`src/rtl/road_fighter_pkg.sv`:
```
// Shared constants for the road-fighter front end.
// Holds the system clock rate, the default debounce length and the LFSR
// geometry, plus helpers for advancing the LFSR and sanitising its seed.
package road_fighter_pkg;

    localparam int unsigned CLK_HZ                  = 100_000_000;
    // 10 ms at CLK_HZ
    localparam int unsigned DEBOUNCE_CYCLES_DEFAULT = 1_000_000;

    localparam int unsigned         LFSR_W    = 8;
    // Taps 7,5,4,3: x^8 + x^6 + x^5 + x^4 + 1
    localparam logic [LFSR_W-1:0]   LFSR_TAPS = 8'hB8;

    // Fibonacci step: XOR of tapped bits is shifted in at bit 0.
    function automatic logic [LFSR_W-1:0] lfsr_next(input logic [LFSR_W-1:0] state);
        return {state[LFSR_W-2:0], ^(state & LFSR_TAPS)};
    endfunction

    // The all-zero state is a lock-up state, so a zero seed is replaced by 1.
    function automatic logic [LFSR_W-1:0] lfsr_seed_fix(input logic [LFSR_W-1:0] seed);
        return (seed == '0) ? LFSR_W'(1) : seed;
    endfunction

endpackage

```
`src/rtl/debounce_channel.sv`:
```
// One push-button channel: two-flop synchroniser followed by a counter-based
// debouncer. The output level only changes after the synchronised input has
// disagreed with it for DEBOUNCE_CYCLES consecutive cycles.
//
// Ports:
//   clk   - system clock
//   rst   - synchronous active-high reset
//   raw   - asynchronous button input, active high
//   level - debounced level (registered)
module debounce_channel
    import road_fighter_pkg::*;
#(
    parameter int unsigned DEBOUNCE_CYCLES = DEBOUNCE_CYCLES_DEFAULT
) (
    input  logic clk,
    input  logic rst,
    input  logic raw,
    output logic level
);

    localparam int unsigned      CntW   = $clog2(DEBOUNCE_CYCLES);
    localparam logic [CntW-1:0] CntMax = CntW'(DEBOUNCE_CYCLES - 1);

    logic            s1_q, s1_d;
    logic            s2_q, s2_d;
    logic            db_q, db_d;
    logic [CntW-1:0] cnt_q, cnt_d;

    always_comb begin
        s1_d  = raw;
        s2_d  = s1_q;
        db_d  = db_q;
        cnt_d = cnt_q;
        if (s2_q == db_q) begin
            // Agreement (including a glitch back) restarts the count.
            cnt_d = '0;
        end else if (cnt_q == CntMax) begin
            db_d  = s2_q;
            cnt_d = '0;
        end else begin
            cnt_d = cnt_q + CntW'(1);
        end
    end

    always_ff @(posedge clk) begin
        if (rst) begin
            s1_q  <= 1'b0;
            s2_q  <= 1'b0;
            db_q  <= 1'b0;
            cnt_q <= '0;
        end else begin
            s1_q  <= s1_d;
            s2_q  <= s2_d;
            db_q  <= db_d;
            cnt_q <= cnt_d;
        end
    end

    assign level = db_q;

endmodule

```
`src/rtl/input_conditioner.sv`:
```
// Front-end stage for the car control FSM. Debounces the left, right and
// centre buttons, produces a one-cycle restart strobe on the centre button's
// rising edge, and runs the free-running LFSR used for rival spawn positions.
//
// Ports:
//   clk        - 100 MHz system clock
//   rst        - synchronous active-high reset
//   btn_l_raw  - raw left button
//   btn_r_raw  - raw right button
//   btn_c_raw  - raw centre button
//   btnl       - debounced left level
//   btnr       - debounced right level
//   btnc       - debounced centre level
//   btnc_pulse - one-cycle strobe on btnc rising
//   random_num - current LFSR state
module input_conditioner
    import road_fighter_pkg::*;
#(
    parameter int unsigned        DEBOUNCE_CYCLES = DEBOUNCE_CYCLES_DEFAULT,
    parameter logic [LFSR_W-1:0] LFSR_SEED       = 8'hA5
) (
    input  logic              clk,
    input  logic              rst,
    input  logic              btn_l_raw,
    input  logic              btn_r_raw,
    input  logic              btn_c_raw,
    output logic              btnl,
    output logic              btnr,
    output logic              btnc,
    output logic              btnc_pulse,
    output logic [LFSR_W-1:0] random_num
);

    localparam logic [LFSR_W-1:0] SeedEff = lfsr_seed_fix(LFSR_SEED);

    logic              btnc_q, btnc_d;
    logic [LFSR_W-1:0] lfsr_q, lfsr_d;

    debounce_channel #(
        .DEBOUNCE_CYCLES (DEBOUNCE_CYCLES)
    ) u_db_l (
        .clk   (clk),
        .rst   (rst),
        .raw   (btn_l_raw),
        .level (btnl)
    );

    debounce_channel #(
        .DEBOUNCE_CYCLES (DEBOUNCE_CYCLES)
    ) u_db_r (
        .clk   (clk),
        .rst   (rst),
        .raw   (btn_r_raw),
        .level (btnr)
    );

    debounce_channel #(
        .DEBOUNCE_CYCLES (DEBOUNCE_CYCLES)
    ) u_db_c (
        .clk   (clk),
        .rst   (rst),
        .raw   (btn_c_raw),
        .level (btnc)
    );

    always_comb begin
        btnc_d = btnc;
        lfsr_d = lfsr_next(lfsr_q);
    end

    always_ff @(posedge clk) begin
        if (rst) begin
            btnc_q <= 1'b0;
            lfsr_q <= SeedEff;
        end else begin
            btnc_q <= btnc_d;
            lfsr_q <= lfsr_d;
        end
    end

    // Both terms are flops, so the strobe has no path from the raw pins.
    assign btnc_pulse = btnc & ~btnc_q;
    assign random_num = lfsr_q;

endmodule

```
`config.mk`:
```
export PLATFORM = sky130hd
export DESIGN_NAME = input_conditioner
export DESIGN_NICKNAME = d
export VERILOG_FILES = /design/src/rtl/road_fighter_pkg.sv /design/src/rtl/debounce_channel.sv /design/src/rtl/input_conditioner.sv
export SDC_FILE = /design/constraint.sdc
export NUM_CORES = 1
export LEC_CHECK = 0
export CORE_MARGIN = 2
export CORE_UTILIZATION = 50
export CTS_BUF_LIST = sky130_fd_sc_hd__clkbuf_16
export CTS_CLUSTER_DIAMETER = 30
export DETAILED_ROUTE_END_ITERATION = 12
export GPL_TIMING_DRIVEN = 0
export PLACE_DENSITY_LB_ADDON = 0.3
export SLEW_MARGIN = 20
export SYNTH_ARGS = -nofsm -noshare
export SYNTH_HDL_FRONTEND = slang
export SYNTH_SLANG_ARGS = --single-unit
export TNS_END_PERCENT = 50
```
`constraint.sdc`:
```
create_clock -name clk -period 1.8 [get_ports clk]
set_clock_uncertainty 0.05 [all_clocks]
set_input_delay 0.36 -clock clk [delete_from_list [all_inputs] [get_ports clk]]
set_output_delay 0.36 -clock clk [all_outputs]
set_load 0.05 [all_outputs]
```
Yosys cells after proc, flatten, opt, wreduce, memory -nomap -nowiden. Cells that the tools add are included.

Logic and storage cells: 35. Bits in registers: 78. Output and inout port bits: 12. Input bits: 5.

Eq/ne operators: 6. Reduce and logical (&&, ||, !) cells: 7. Bitwise operators: 5. $add $sub $neg: 3.

Operators with widths (count): adder 20 x 1 -> 20 bit, second input constant (3); == test 20 bit, second input constant (3); OR reduction 3 bit (3); XOR reduction 8 bit (1); AND reduction 2 bit (3); NOT 1 bit (4); == test 1 bit (3); AND 1 bit (1).

Depth between registers and ports, before layout.
Depth after elaboration: 3. Gate-level depth with buffers: 6. Depth with buffers taken out: 5.

Cells and area by module. A second synthesis with hierarchy kept.

Cells, all modules: 377. Area, all modules: 3497.1 um^2.

By module, submodules not included: debounce_channel (cells an instance 116, area an instance 1058.5 um^2, times used 3); input_conditioner (cells an instance 29, area an instance 321.6 um^2, times used 1).

Worst setup path before layout. OpenSTA, ideal clock, no wires.

Path kind: reg2reg. Start: register u_db_r.cnt_q[8]. End: register u_db_r.cnt_q[9]. Data arrival time: 1.746 ns. Slack: -0.110 ns. Data required time: 1.636 ns. Stages on the path, launching flop included: 6. Cell sequence: dfxtp_1 -> or4_1 -> or4_4 -> o21ai_4 -> buf_6 -> nor2_1.

Longest elaborated chain between the ends: 2. Elaborated cells on any way between the ends: 3.

Ends and longest elaborated chain: from (decl) (line debounce_channel.sv:27) `logic [CntW-1:0] cnt_q, cnt_d;`; from (signal assigned) (line debounce_channel.sv:55) `cnt_q <= cnt_d;`; parallel branches: the longest is 2 deep, another holds adder 20 x 1 -> 20 bit.

Several ways; the timed one is not identified. A chain may end at the register's enable or synchronous reset.

Worst setup path after layout.
Start: register u_db_r.cnt_q[10]. End: register u_db_r.db_q (netlist: u_db_r.level).

Longest elaborated chain between the ends: 2.

Ends and longest elaborated chain: == test 20 bit (line debounce_channel.sv:37) `end else if (cnt_q == CntMax) begin`; AND reduction 2 bit (no line); to (signal assigned) (line debounce_channel.sv:49) `db_q <= 1'b0;`; to (signal assigned) (line debounce_channel.sv:54) `db_q <= db_d;`; to (decl) (line debounce_channel.sv:26) `logic db_q, db_d;`.

Every way passes these cells.

==> results.yml <==
detailed_routing:
  drt-total-wl_um: 6770
  post_drt_via_cell_ratio: 5.49
  avgRoutedWirePerCell_um: 13.6
  initialDrtViolationCount: 100
  vias: 2729
  dr.pass1.iters: 4
  ant_nets: 0
  route.detailed.drc: 0
final_layout:
  fin_cells: 497
  nNetsFinal: 423
  fill_cells: 521
  multi_input_area_um2: 1770
  seqCellArea_um2: 1610
  area_growth_pct: 26.9
  diodes: 0
  drive_gt1_share_pct: 26.7
critical_path:
  startpoint_type: "register"
  endpoint_kind: "register"
  worstSetupPathType: "reg2reg"
  crit_arrival_ns: 2.16
  crit_fanout: 3
  worstPathRequired_ns: 2.02
die:
  die_w_um: 86.0
  fp-row-count: 29
  core-area_um2: 6420
  start_util_pct: 52.3
  pin_count: 17
  die_area_um2: 7390
  die_h_um: 86.0
sta:
  final_hold_viol_count: 0
  relSlewSlack_pct: 67.7
  finalSetupViolCount: 21
  slew_viol_final: 0
  rsz0062_at_grt: "yes"
  worst_pin_slew_ns: 0.485
  max_freq_ghz: 0.515
  final.period_utilization_pct: 108
  layout_setup_ws_ns: -0.141
  period_needed_ns: 1.94
power_and_ir_drop:
  p_per_area_nw_per_um2: 917
  leakage_nw: 1.47
  ir_worst_vdd_mv: 0.641
  power.total_mw: 3.91
logic_synthesis:
  synth.area.top_cells: "dfxtp_1 (46%), xor2_1 (7.8%), nor2_1 (4.7%)"
  yosys_warnings: 0
  synth-seq-cells: 78
  synth_nets: 381
  yosys-top-cells-count: "dfxtp_1 (78), nor2_1 (42), xor2_1 (30)"
  synthesis.area_um2: 3360
  synth.top_cell.area_share_pct: 46.5
  synth.avg_cell_area_um2: 9.01
  yosysSeqAreaShare_pct: 46.5
  synthCells: 373
  synth-edff-count: 0
  ys.flop_type: "dfxtp_1"
  yosysTopAreaCell: "dfxtp_1"
  async_flop_share_pct: 0
  yosysUniqueCellTypes: 39
  synth_most_common_cell: "dfxtp_1"
clock_network:
  cts_tree: "done"
  cts_root_buf: "clkbuf_16"
  cts_buffers: 9
  cts_buffer_depth: 2
  cts_hold_buf: 0
  insertion_delay_ns: 0.34
  cts_max_level: 3
  clock-sinks: 78
  cts.clk_slew.worst_paths_ns: 0.06
grt:
  grt_pass1_vias: 2580
  grt_pass1_wl_um: 11400
  grt_max_degree: 16
  antenna_found_initial: 0
  gr-total-overflow: 0
  globalRouteTotalUtil_pct: 19.4
run:
  cap_violations: 0
worst_hold_path:
  min_path_type: "reg2reg"
placement:
  gp_congestion: 0.869
  dp.cells: 466
  numPortBuffers: 16
  hpwl_um: 4200
status:
  violations: "negative setup slack"
  status: "complete, but fails checks"
==> power breakdown <==
part / internal, mW / switching [mW]
Clock: 1.23 / 0.752
Combinational: 0.0737 / 0.101
Sequential: 1.74 / 0.0149
Total: 3.04 / 0.868
==> layout by cell type, fill, tap and decap left out, types with 7 or more instances in the layout <==
master and count:
a21oi_1 17, dlygate4sd2_1 7, nand2_1 13, nand3_1 18
buf_4 27, dfxtp_2 14, xnor2_1 12, nor2_1 35
inv_1 10, clkbuf_16 9, dfxtp_4 9, o21ai_0 11
nor2_2 7, nand4_1 15, xor2_1 30, nor2b_1 13
dfxtp_1 55, o31ai_1 9, or4_1 11, or3_1 11
==> final timing paths <==
| kind | endpoint | cells after the start | slack [ns] | startpoint |
|---|---|---|---|---|
| worst min-delay path | u_db_l.cnt_q[0] | 1 | 0.39 | u_db_l.cnt_q[0] |
| worst min register to register | u_db_l.cnt_q[0] | 1 | 0.39 | u_db_l.cnt_q[0] |
| worst max-delay path | u_db_r.level | 4 | -0.14 | u_db_r.cnt_q[10] |
| worst max register to register | u_db_r.level | 4 | -0.14 | u_db_r.cnt_q[10] |
==> registers in the layout, indices dropped and copies added, names as in the netlist <==
signal / count
btnc_q: 1
u_db_c.cnt_q: 20
u_db_r.s1_q: 1
u_db_r.level: 1
u_db_l.level: 1
u_db_c.level: 1
u_db_c.s1_q: 1
random_num: 8
u_db_l.s1_q: 1
u_db_l.s2_q: 1
u_db_r.cnt_q: 20
u_db_l.cnt_q: 20
u_db_c.s2_q: 1
u_db_r.s2_q: 1
==> layout make-up <==
class | instances | area share [%]
multi-input cells | 262 | 41.6
flip-flops and latches | 78 | 37.8
repair buffers | 32 | 6.40
clock buffers | 9 | 5.28
plain buffers | 22 | 3.35
clock inverters | 7 | 2.41
well taps | 77 | 2.26
inverters | 10 | 0.880
==> through the flow <==
step / cell area [µm²] / hold slack (ns) / utilization (%) / setup TNS (ns) / worst slack, ns
CTS: 4140 / 0.394 / 64.4 / -2.88 / -0.162
global placement: 3620 / 0.370 / 56.3 / -12.36 / -0.437
global route: 4260 / 0.413 / 66.4 / -3.58 / -0.195
floorplan: 3360 / 0.361 / - / -1.26 / -0.110
finish: 4260 / 0.389 / 66.4 / -2.40 / -0.141
detailed placement: 3620 / 0.380 / 56.3 / -13.57 / -0.454
==> critical path, cell delays in order (launching register included) <==
cell and delay, ns:
dfxtp_2 0.32, or4b_1 0.51, or4_4 0.52, or3_1 0.34
a21oi_2 0.13
==> routing by layer <==
| metal | track usage, % | routed length (µm) | vias to the layer above |
|---|---|---|---|
| met1 | 23.4 | 3040 | 1281 |
| met4 | 9.96 | 137 | 0 |
| li1 | - | - | 1380 |
| met5 | 0 | 0 | - |
| met2 | 33.0 | 3340 | 56 |
| met3 | 3.46 | 251 | 12 |
==> cell families (layout without fill, tap and decap cells) <==
group	after synthesis	after routing	share of synthesized area (%)
XOR/XNOR	42	42	10.9
AND/OR/NAND/NOR	172	172	28.6
adder cells (fa/ha/maj)	3	3	1.12
AO/OA/AOI/OAI	45	45	7.90
buffers and inverters	33	80	4.92
flip-flops	78	78	46.5
==> timing repair <==
item                                    in CTS  in global routing
pin swaps                                   14                  6
endpoints found under the setup margin      71                 61
buffers inserted                            13                  2
gates cloned                                 1                  0
resized for setup                           51                 41
No activity file was read; power rests on OpenSTA's default activity.
